==> src/rtl/if_id_reg.sv <==
// IF/ID pipeline register: captures fetch PC and instruction, builds the link address, flags AdEL on fetch.
// Optional performance counters (stall_cnt, bubble_cnt) are enabled by defining IF_ID_PERF_CNT_EN.
module if_id_reg #(
  parameter logic [31:0] RESET_PC = 32'h0000_3000,
  parameter logic [31:0] IM_BASE  = 32'h0000_3000,
  parameter logic [31:0] IM_SIZE  = 32'h0000_4000
) (
  input  logic        clk,
  input  logic        reset,
  input  logic        en,
  input  logic        flush,
  input  logic [31:0] pc_f,
  input  logic [31:0] instr_f,
  output logic [31:0] pc_d,
  output logic [31:0] instr_d,
  output logic [31:0] pc8_d,
  output logic        valid_d,
  output logic        exc_d,
  output logic [4:0]  excode_d
`ifdef IF_ID_PERF_CNT_EN
  ,
  output logic [31:0] stall_cnt,
  output logic [31:0] bubble_cnt
`endif
);

  localparam logic [4:0] EXC_ADEL = 5'd4;

  logic [31:0] r_pc;
  logic [31:0] r_pc8;
  logic [31:0] r_instr;
  logic        r_valid;
  logic        r_exc;
  logic [4:0]  r_excode;

  logic [32:0] w_im_end;
  logic        w_err;

  // Fetch address check; the window end is kept in 33 bits so a window reaching 2^32 does not wrap.
  always_comb begin
    w_im_end = {1'b0, IM_BASE} + {1'b0, IM_SIZE};
    w_err    = 1'b0;
    if ((pc_f[1:0] != 2'b00) || (pc_f < IM_BASE) || ({1'b0, pc_f} >= w_im_end)) begin
      w_err = 1'b1;
    end else begin
      w_err = 1'b0;
    end
  end

  // Pipeline state: reset > hold > flush > capture.
  always_ff @(posedge clk) begin
    if (reset) begin
      r_pc     <= RESET_PC;
      r_pc8    <= RESET_PC + 32'd8;
      r_instr  <= 32'd0;
      r_valid  <= 1'b0;
      r_exc    <= 1'b0;
      r_excode <= 5'd0;
    end else if (!en) begin
      r_pc     <= r_pc;
      r_pc8    <= r_pc8;
      r_instr  <= r_instr;
      r_valid  <= r_valid;
      r_exc    <= r_exc;
      r_excode <= r_excode;
    end else if (flush) begin
      // The bubble keeps pc_f so an exception taken on it still has a meaningful EPC.
      r_pc     <= pc_f;
      r_pc8    <= pc_f + 32'd8;
      r_instr  <= 32'd0;
      r_valid  <= 1'b0;
      r_exc    <= 1'b0;
      r_excode <= 5'd0;
    end else if (w_err) begin
      r_pc     <= pc_f;
      r_pc8    <= pc_f + 32'd8;
      r_instr  <= 32'd0;
      r_valid  <= 1'b1;
      r_exc    <= 1'b1;
      r_excode <= EXC_ADEL;
    end else begin
      r_pc     <= pc_f;
      r_pc8    <= pc_f + 32'd8;
      r_instr  <= instr_f;
      r_valid  <= 1'b1;
      r_exc    <= 1'b0;
      r_excode <= 5'd0;
    end
  end

  assign pc_d     = r_pc;
  assign pc8_d    = r_pc8;
  assign instr_d  = r_instr;
  assign valid_d  = r_valid;
  assign exc_d    = r_exc;
  assign excode_d = r_excode;

`ifdef IF_ID_PERF_CNT_EN
  logic [31:0] r_stall_cnt;
  logic [31:0] r_bubble_cnt;

  // Stall and bubble event counters, free-running modulo 2^32.
  always_ff @(posedge clk) begin
    if (reset) begin
      r_stall_cnt  <= 32'd0;
      r_bubble_cnt <= 32'd0;
    end else if (!en) begin
      r_stall_cnt  <= r_stall_cnt + 32'd1;
      r_bubble_cnt <= r_bubble_cnt;
    end else if (flush) begin
      r_stall_cnt  <= r_stall_cnt;
      r_bubble_cnt <= r_bubble_cnt + 32'd1;
    end else begin
      r_stall_cnt  <= r_stall_cnt;
      r_bubble_cnt <= r_bubble_cnt;
    end
  end

  assign stall_cnt  = r_stall_cnt;
  assign bubble_cnt = r_bubble_cnt;
`endif

endmodule
==> config.mk <==
export PLATFORM = sky130hd
export DESIGN_NAME = if_id_reg
export DESIGN_NICKNAME = d
export VERILOG_FILES = /design/src/rtl/if_id_reg.sv
export SDC_FILE = /design/constraint.sdc
export NUM_CORES = 1
export LEC_CHECK = 0
export BUFFER_PORTS_ARGS = -buffer_cell sky130_fd_sc_hd__buf_4
export CAP_MARGIN = 10
export CORE_MARGIN = 2
export CORE_UTILIZATION = 54
export CTS_BUF_LIST = sky130_fd_sc_hd__clkbuf_4
export DETAILED_ROUTE_END_ITERATION = 6
export PLACE_DENSITY = 0.93
export SYNTH_ARGS = -nofsm -noshare
export SYNTH_HDL_FRONTEND = slang
export SYNTH_SLANG_ARGS = --single-unit
==> constraint.sdc <==
create_clock -name clk -period 3.6 [get_ports clk]
set_input_delay 0.54 -clock clk [delete_from_list [all_inputs] [get_ports clk]]
set_output_delay 0.54 -clock clk [all_outputs]
set_load 0.02 [all_outputs]
# After elaboration in Yosys (flattened, before gate mapping)
# Cells that the tools add are included.
[word_totals] ff_bits=103 input_bits=68 output_inout_bits=103 word_cells=20
[op_classes] n_addsub=1 order_cmp=2 mux=8 reduce_logical=3
[op_table] cell="32-bit 2-to-1 mux" n=2
[op_table] cell="32-bit by 4-bit adder with 32-bit output (second input constant)" n=1
[op_table] cell="32-bit by 15-bit >= comparator with 1-bit output (second input constant)" n=1
[op_table] cell="32-bit by 14-bit less-than comparator with 1-bit output (second input constant)" n=1
[op_table] cell="3-bit 2-to-1 mux" n=2
[op_table] cell="1-bit 2-to-1 mux" n=4
[op_table] cell="1-bit logical OR" n=2
[op_table] cell="2-bit nonzero test" n=1

# Logic depth before layout (Yosys ltp)
# Gate-level depths: netlist (run 1).
[depth] word_depth=6 depth_mapped=7 depth_no_buf=5

# Worst setup path after synthesis (run 1)
# OpenSTA, ideal clock, no wires.
[synth_timing] path_kind="input-to-reg" startpoint="in pc_f[3]" endpoint="reg r_pc8[25], in the netlist pc8_d[25]" setup_time_ps=91 t_arrival_ps=2247 t_required_ps=3509 setup_slack_ps=1262 cell_stages=7 n_path_buf=2 cell_sequence="ha_1 -> clkbuf_1 -> inv_1 -> or4_4 -> buf_6 -> or4_1 -> a311oi_1"
[synth_via] elab_chain_len=1
[synth_rtl] item="start, declared" line="12" rtl="input logic [31:0] pc_f,"
[synth_rtl] item="32-bit by 4-bit adder with 32-bit output" line="69, 76, 83"
[synth_rtl] item="end signal, assigned" line="69" rtl="r_pc8 <= pc_f + 32'd8;"
[synth_rtl] item="end signal, assigned" line="76" rtl="r_pc8 <= pc_f + 32'd8;"
[synth_rtl] item="end signal, assigned" line="83" rtl="r_pc8 <= pc_f + 32'd8;"
[synth_rtl] item="end, declared" line="30" rtl="logic [31:0] r_pc8;"
# No other way between the ends.
# A chain may end at the register's enable or synchronous reset.

# Final worst setup path (run 1)
[layout_timing] startpoint="in pc_f[0]" endpoint="reg r_instr[25], in the netlist instr_d[25]"
[layout_via] elab_chain_len=6 elab_cells_between_ends=8 cone_classes="order compare (2); mux (3); reduce/logical (3)"
[layout_rtl] item="32-bit by 14-bit less-than comparator with 1-bit output or 2-bit nonzero test (tied branches)" line="43" rtl="if ((pc_f[1:0] != 2'b00) || (pc_f < IM_BASE) || ({1'b0, pc_f} >= w_im_end)) begin"
[layout_rtl] item="1-bit logical OR" line="43"
[layout_rtl] item="1-bit logical OR *" line="43"
[layout_rtl] item="1-bit 2-to-1 mux *" line="43"
[layout_rtl] item="32-bit 2-to-1 mux *" line="74" rtl="end else if (w_err) begin"
[layout_rtl] item="32-bit 2-to-1 mux *" line="66" rtl="end else if (flush) begin"
[layout_rtl] item="end signal, assigned" line="62" rtl="r_instr <= r_instr;"
[layout_rtl] item="end signal, assigned" line="84" rtl="r_instr <= instr_f;"
[layout_rtl] item="end, declared" line="31" rtl="logic [31:0] r_instr;"
# Mark *: on every way between the ends. The rest lies on a longest branch, timed or not.

==> flow_metrics.tcl, run 1 <==
set metrics [dict create \
    cpMaxStageDelayCell "sky130_fd_sc_hd__or4_1" \
    cts_root_buf "sky130_fd_sc_hd__clkbuf_4" \
    global_route.usage.total_pct 26.14 \
    core.rowCount 32 \
    floorplan.die.width_um 92.17 \
    cts_max_path_buffers 2 \
    detail_route.drc_violations 0 \
    setup.worst_path.class "primary input to flop" \
    synth_flop_cell "sky130_fd_sc_hd__dfxtp_1" \
    async_set_reset_flop_share_out_of_synthesis_pct 0 \
    synth_top_area_share_pct 45.31 \
    yosys-top-cells-area "sky130_fd_sc_hd__dfxtp_1 45%, sky130_fd_sc_hd__mux2i_1 7.6%, sky130_fd_sc_hd__o31ai_1 6.8%" \
    worstSkewPairLatency_ns 0.42 \
    wl_per_cell_um 15.86 \
    clkSlewWorstSetupHoldPaths_ns 0.13 \
    pin_count 171 \
    design.die.area_sq_mm 0.008495 \
    timing.hold.worst_path_depth 2 \
    cts_hold_buffers 0 \
    number_of_antenna_violations_at_the_first_check_in_global_routing 0 \
    status "complete, no violations" \
    ctsHtreeMaxLevel 3 \
    fmaxAchievable_ghz 0.4321 \
    ys_seq_elements 95 \
    sum_of_net_half_perimeters_after_detailed_placement_mm 8.008 \
    vias_per_cell 5.660 \
    placement.setup.worst_slack_ns 0.8600 \
    cell_type_contributing_the_most_total_cell_area_after_synthesis "sky130_fd_sc_hd__dfxtp_1" \
    most_common_cell_after_layout_fill_and_taps_aside "sky130_fd_sc_hd__buf_4" \
    worst-path-stages 5 \
    leakage_power_figure_nw 2.389 \
    n_fill_cell 568 \
    cts.repair.resized 0 \
    max_slew.worst_pin.slew_ns 1.128 \
    timing_max_transition_violations_final 0 \
    worst_path_largest_cell_delay_ns 0.99 \
    placedCellCount 695 \
    die_height_um 92.17 \
    detail_route.wirelength_mm 11.28 \
    timing_hold_violations_final 0 \
    gp_routability_congestion 0.8595 \
    initial_core_util_pct 54.89 \
    timing.critical_path.required_ns 3.93 \
    hp-class "primary input to flop" \
    tritoncts.num_buffers 9 \
    via_count 4024 \
    coreArea_sq_mm 0.007647 \
    drive_gt1_share_pct 31.36 \
    place.port_buffers 166 \
    tritoncts "yes" \
    crit_path_start_kind "primary input" \
    cp_data_arrival_time_ns 2.65 \
    finish.cell_count_without_fillers 711 \
    drt_iter0_drc 190 \
    number_of_enable_type_register_cells_in_the_synthesized_netlist 0 \
    mappedNetlistArea_sq_mm 0.004198 \
    vdd_ir_drop_max_mv 0.2677 \
    final_net_count 673 \
    first_pass_grt_wire_length_mm 18.06 \
    cp.buffers_inverters 1 \
    num_antenna_cells 0 \
    clock-sinks 95 \
    timing.max_cap.violations 0 \
    worstPathMaxFanout 32 \
    area.growth.synth_to_final_pct 32.82 \
    per_instance_average_area_after_synthesis_sq_um 8.989 \
    yosysWarningCount 0 \
    finalSetupViolCount 0 \
    globalRouteOverflowTotal 0 \
    finalWorstPathRequiredPeriod_ns 2.314 \
    cts_post_setup_buffers_inserted 0 \
    path_cells "buf_4 -> nor4_1 -> nand2_1 -> or4_1 -> o31ai_1" \
    synth-seq-area-share_pct 45.31 \
    fin_ws_ns 1.286 \
    cpLargestDelayFamily "simple AND/OR/NAND/NOR gates" \
    power_density_mw_per_mm2 398.0 \
    period_share_pct 64.28 \
    ant_nets 0 \
    relSlewSlack_pct 24.81 \
    grt_start_max_net_pins 94 \
    rr_worst_depth 3 \
    most_frequent_cells_in_the_layout "170 x sky130_fd_sc_hd__buf_4, 95 x sky130_fd_sc_hd__dfxtp_1, 56 x sky130_fd_sc_hd__nor2_1, 47 x sky130_fd_sc_hd__nand2_1, 38 x sky130_fd_sc_hd__o31ai_1" \
    critical_path.endpoint_type "flop" \
    clock_skew_ns 0 \
    dr.pass1.iters 4 \
    first_global_vias 3783 \
    syn-instance-count 467 \
    fin_setup_tns_ns 0 \
    rsz_0062_raised_after_global_routing "no" \
    netlist-cell-type-count 39 \
]
## kinds of logic (layout without fill, tap and decap cells)
group / count (synthesis) / count (layout) / synth area share [%]
buf+inv: 53 / 192 / 5.812
fa+ha+maj: 1 / 1 / 0.2980
xor+xnor: 13 / 13 / 2.712
compound gates: 77 / 77 / 13.59
simple gates: 194 / 194 / 24.29
mux: 33 / 33 / 7.899
other cells: 1 / 4 / 0.08933
flops: 95 / 95 / 45.31
## path summary, 6_finish.rpt
check        slack [ns]                   start                        to
min                0.30                   flush      valid_d$_SDFFE_PP0P_
max reg2reg        2.69  pc8_d[30]$_SDFFE_PP0P_    pc8_d[30]$_SDFFE_PP0P_
min reg2reg        0.49    valid_d$_SDFFE_PP0P_      valid_d$_SDFFE_PP0P_
max                1.29                 pc_f[0]  instr_d[25]$_SDFFE_PP0P_
## registers in the layout, indices dropped and copies added (netlist names)
register,cells
instr_d,32
pc_d,32
pc8_d,29
excode_d,1
valid_d,1
## stage by stage
| stage | utilization [%] | power (W) | instance area, sq um | hold WS, ns |
|---|---|---|---|---|
| 6_report | 72.91 | 0.002219 | 5575 | 0.2967 |
| 5_1_grt | 72.91 | 0.002301 | 5575 | 0.2784 |
| 4_1_cts | 72.91 | 0.002227 | 5575 | 0.2845 |
| 3_5_place_dp | 70.50 | 0.001525 | 5391 | 0.4731 |
| 3_3_place_gp | 70.50 | 0.001511 | 5391 | 0.4584 |
| 2_1_floorplan | - | 0.001344 | 4209 | 0.5478 |
## report_power, final
| part | total, W | internal (W) | switching [W] | leakage (nW) |
|---|---|---|---|---|
| clock network | 0.000715 | 0.000357 | 0.000357 | 0.0903 |
| logic | 0.000380 | 0.000165 | 0.000215 | 1.52 |
| registers | 0.00112 | 0.00110 | 0.0000274 | 0.780 |
| total | 0.00222 | 0.00162 | 0.000600 | 2.39 |
## synth_stat cells, types with 4 or more instances
master and count:
sky130_fd_sc_hd__nor2_1 56, sky130_fd_sc_hd__nand2_1 47, sky130_fd_sc_hd__xnor2_1 7, sky130_fd_sc_hd__a211oi_1 11, sky130_fd_sc_hd__mux2i_1 32, sky130_fd_sc_hd__nand3b_1 32
sky130_fd_sc_hd__a311oi_1 13, sky130_fd_sc_hd__o31ai_1 38, sky130_fd_sc_hd__clkbuf_1 33, sky130_fd_sc_hd__inv_1 5, sky130_fd_sc_hd__buf_4 8, sky130_fd_sc_hd__o21ai_0 8
sky130_fd_sc_hd__nor4_1 10, sky130_fd_sc_hd__or4_1 8, sky130_fd_sc_hd__buf_1 4, sky130_fd_sc_hd__nand4_1 8, sky130_fd_sc_hd__nand3_1 11, sky130_fd_sc_hd__dfxtp_1 95
sky130_fd_sc_hd__or3_1 8, sky130_fd_sc_hd__xor2_1 6
## per-layer routing
metal	track usage, %	wire (um)	vias up
met4	10.20	195	0
met1	32.26	4626	1870
met2	43.87	5488	189
li1	-	-	1948
met3	6.574	967	17
met5	0	0	-
## layout make-up
| type | count | area (sq um) | area share (%) |
|---|---|---|---|
| multi-input combinational | 322 | 2063 | 37.01 |
| sequential | 95 | 1902 | 34.11 |
| timing repair buffer | 170 | 1276 | 22.89 |
| tap | 102 | 127.6 | 2.289 |
| clock inverter | 6 | 108.9 | 1.952 |
| clock buffer | 10 | 75.07 | 1.346 |
| inverter | 6 | 22.52 | 0.4039 |
(Power assumes the default switching activity.)
==> run 2, diff against run 1 <==
CORE_UTILIZATION = 50   (was 54)
PLACE_DENSITY = 0.87   (was 0.93)
clock period = 2.3 ns   (was 3.6 ns; I/O delays follow)
==> run 2 against run 1 <==
Against the previous run: combinational power is 58% higher; sequential share of layout area about the same; highest routed layer unchanged; first-iteration DRC count is 33% lower; critical path depth is 1 higher; cell count grew 0.56%; count of clock-buffer cells in the layout stayed put; global-route usage is 2.1 points lower; worst setup slack lost 0.71 ns; sequential cell count is the same; total power up 47%; final area is 0.13% higher.
==> flow_metrics.tcl, run 2 (synthesis results as in run 1) <==
set metrics [dict create \
    combPwrFrac_pct 18.4 \
    dr.pass1.iters 5 \
    power.share.switching_pct 28.78 \
    detailroute.wirelength.met3_mm 1.042 \
    setup.worst_path.class "primary input to flop" \
    cts_post_setup_buffers_inserted 0 \
    wl_per_cell_um 15.54 \
    timing.max_cap.violations 0 \
    crit_path_start_kind "primary input" \
    final_net_count 675 \
    clock_skew_ns 0 \
    cts_max_path_buffers 2 \
    initial_core_util_pct 51.35 \
    first_global_vias 3704 \
    design.die.area_sq_mm 0.009144 \
    tritoncts "yes" \
    via_count 4007 \
    grt_start_max_net_pins 94 \
    wl_met1_mm 4.574 \
    holdPathEnd "valid_d$_SDFFE_PP0P_" \
    number_of_antenna_violations_at_the_first_check_in_global_routing 0 \
    worstSkewPairLatency_ns 0.41 \
    fin_setup_tns_ns 0 \
    crit-reg2reg-launch "pc8_d[30]$_SDFFE_PP0P_" \
    ant_nets 0 \
    routed-wl-met2_mm 5.304 \
    pin_count 171 \
    area.growth.synth_to_final_pct 33.00 \
    hold-worst-slack_ns 0.1063 \
    coreArea_sq_mm 0.008175 \
    timing_max_transition_violations_final 0 \
    finalWorstPathRequiredPeriod_ns 1.720 \
    tritoncts.num_buffers 9 \
    cts_root_buf "sky130_fd_sc_hd__clkbuf_4" \
    timing.rr.end "pc8_d[30]$_SDFFE_PP0P_" \
    placement.setup.worst_slack_ns 0.1377 \
    power_density_mw_per_mm2 583.7 \
    fin_ws_ns 0.5802 \
    hp-class "primary input to flop" \
    drive_gt1_share_pct 31.64 \
    max_slew.worst_pin.slew_ns 1.014 \
    status "complete, no violations" \
    first_pass_grt_wire_length_mm 17.43 \
    place.port_buffers 166 \
    vias_per_cell 5.604 \
    detail_route.drc_violations 0 \
    gp_routability_congestion 0.8291 \
    cts_hold_buffers 0 \
    cts.repair.resized 0 \
    power_switching_w 0.0009377 \
    fmaxAchievable_ghz 0.5815 \
    relSlewSlack_pct 31.95 \
    n_fill_cell 637 \
    timing.critical_path.required_ns 2.63 \
    p_clk_share_pct 27.6 \
    internal_power_w 0.002321 \
    period_share_pct 74.77 \
    globalRouteOverflowTotal 0 \
    vdd_ir_drop_max_mv 0.4656 \
    finalSetupViolCount 0 \
    ctsHtreeMaxLevel 3 \
    global_route.usage.total_pct 24.08 \
    rr_worst_depth 3 \
    num_antenna_cells 0 \
    sum_of_net_half_perimeters_after_detailed_placement_mm 7.908 \
    floorplan.die.width_um 95.63 \
    timing_hold_violations_final 0 \
    maxUsedRoutingLayer "met4" \
    clkSlewWorstSetupHoldPaths_ns 0.14 \
    most_frequent_cells_in_the_layout "169 x sky130_fd_sc_hd__buf_4, 95 x sky130_fd_sc_hd__dfxtp_1, 56 x sky130_fd_sc_hd__nor2_1, 47 x sky130_fd_sc_hd__nand2_1, 38 x sky130_fd_sc_hd__o31ai_1" \
    hold_path_startpoint "flush" \
    detail_route.wirelength_mm 11.11 \
    drt_iter0_drc 128 \
    critical_path.endpoint_type "flop" \
    most_common_cell_after_layout_fill_and_taps_aside "sky130_fd_sc_hd__buf_4" \
    core.rowCount 33 \
    power.sequential.fraction_pct 53.9 \
    clock-sinks 95 \
    cp_data_arrival_time_ns 2.05 \
    timing.reg2reg.setup_slack_ns 1.44 \
    die_height_um 95.63 \
    timing.hold.worst_path_depth 2 \
    leakage_power_figure_nw 2.396 \
    worstPathMaxFanout 32 \
    rsz_0062_raised_after_global_routing "no" \
]
-- run 2: critical path, cell delays in order --
cell                      delay (ns)
sky130_fd_sc_hd__buf_4          0.14
sky130_fd_sc_hd__nor4_1         0.30
sky130_fd_sc_hd__nand3_1        0.18
sky130_fd_sc_hd__or4_1          0.59
sky130_fd_sc_hd__buf_12         0.20
sky130_fd_sc_hd__o31ai_1        0.29
-- run 2: final cells by class --
cell class / instances / area (sq um) / area share [%]
Multi-Input combinational cell: 322 / 2063 / 36.96
Sequential cell: 95 / 1902 / 34.07
Timing Repair Buffer: 172 / 1329 / 23.80
Tap cell: 105 / 131.4 / 2.353
Clock buffer: 10 / 75.07 / 1.345
Clock inverter: 5 / 60.06 / 1.076
Inverter: 6 / 22.52 / 0.4034
-- run 2: worst max path at each step --
stage / cells past startpoint / slack, ns / from / endpoint
after floorplan: 7 / 0.16 / pc_f[3] / pc8_d[25]$_SDFFE_PP0P_
after global placement: 6 / 0.22 / pc_f[3] / pc8_d[29]$_SDFFE_PP0P_
after detailed placement: 6 / 0.14 / pc_f[0] / instr_d[6]$_SDFFE_PP0P_
after CTS: 6 / 0.61 / pc_f[0] / instr_d[6]$_SDFFE_PP0P_
after global routing: 6 / 0.51 / pc_f[0] / instr_d[6]$_SDFFE_PP0P_
final: 6 / 0.58 / pc_f[17] / instr_d[6]$_SDFFE_PP0P_
-- run 2: per-stage QoR --
| stage | std cells | util (%) | area (sq um) | power, W |
|---|---|---|---|---|
| floorplan | 470 | - | 4209 | 0.002103 |
| global placement | 700 | 66.64 | 5448 | 0.002376 |
| detailed placement | 700 | 66.64 | 5448 | 0.002392 |
| CTS | 715 | 68.29 | 5583 | 0.003284 |
| global route | 715 | 68.29 | 5583 | 0.003396 |
| finish | 715 | 68.29 | 5583 | 0.003259 |
-- run 2: power groups by stage --
stage / Sequential, W / Combinational (W) / Clock (W)
CTS: 0.00176 / 0.000601 / 0.000925
global route: 0.00177 / 0.000648 / 0.000982
global placement: 0.00179 / 0.000587 / 0
detailed placement: 0.00179 / 0.000599 / 0
finish: 0.00176 / 0.000600 / 0.000901
floorplan: 0.00187 / 0.000230 / 0
-- run 2: metal layers --
| metal | global-route usage (%) | vias up |
|---|---|---|
| met2 | 40.15 | 174 |
| met4 | 8.452 | 0 |
| met5 | 0 | - |
| li1 | - | 1950 |
| met1 | 29.81 | 1867 |
| met3 | 6.640 | 16 |
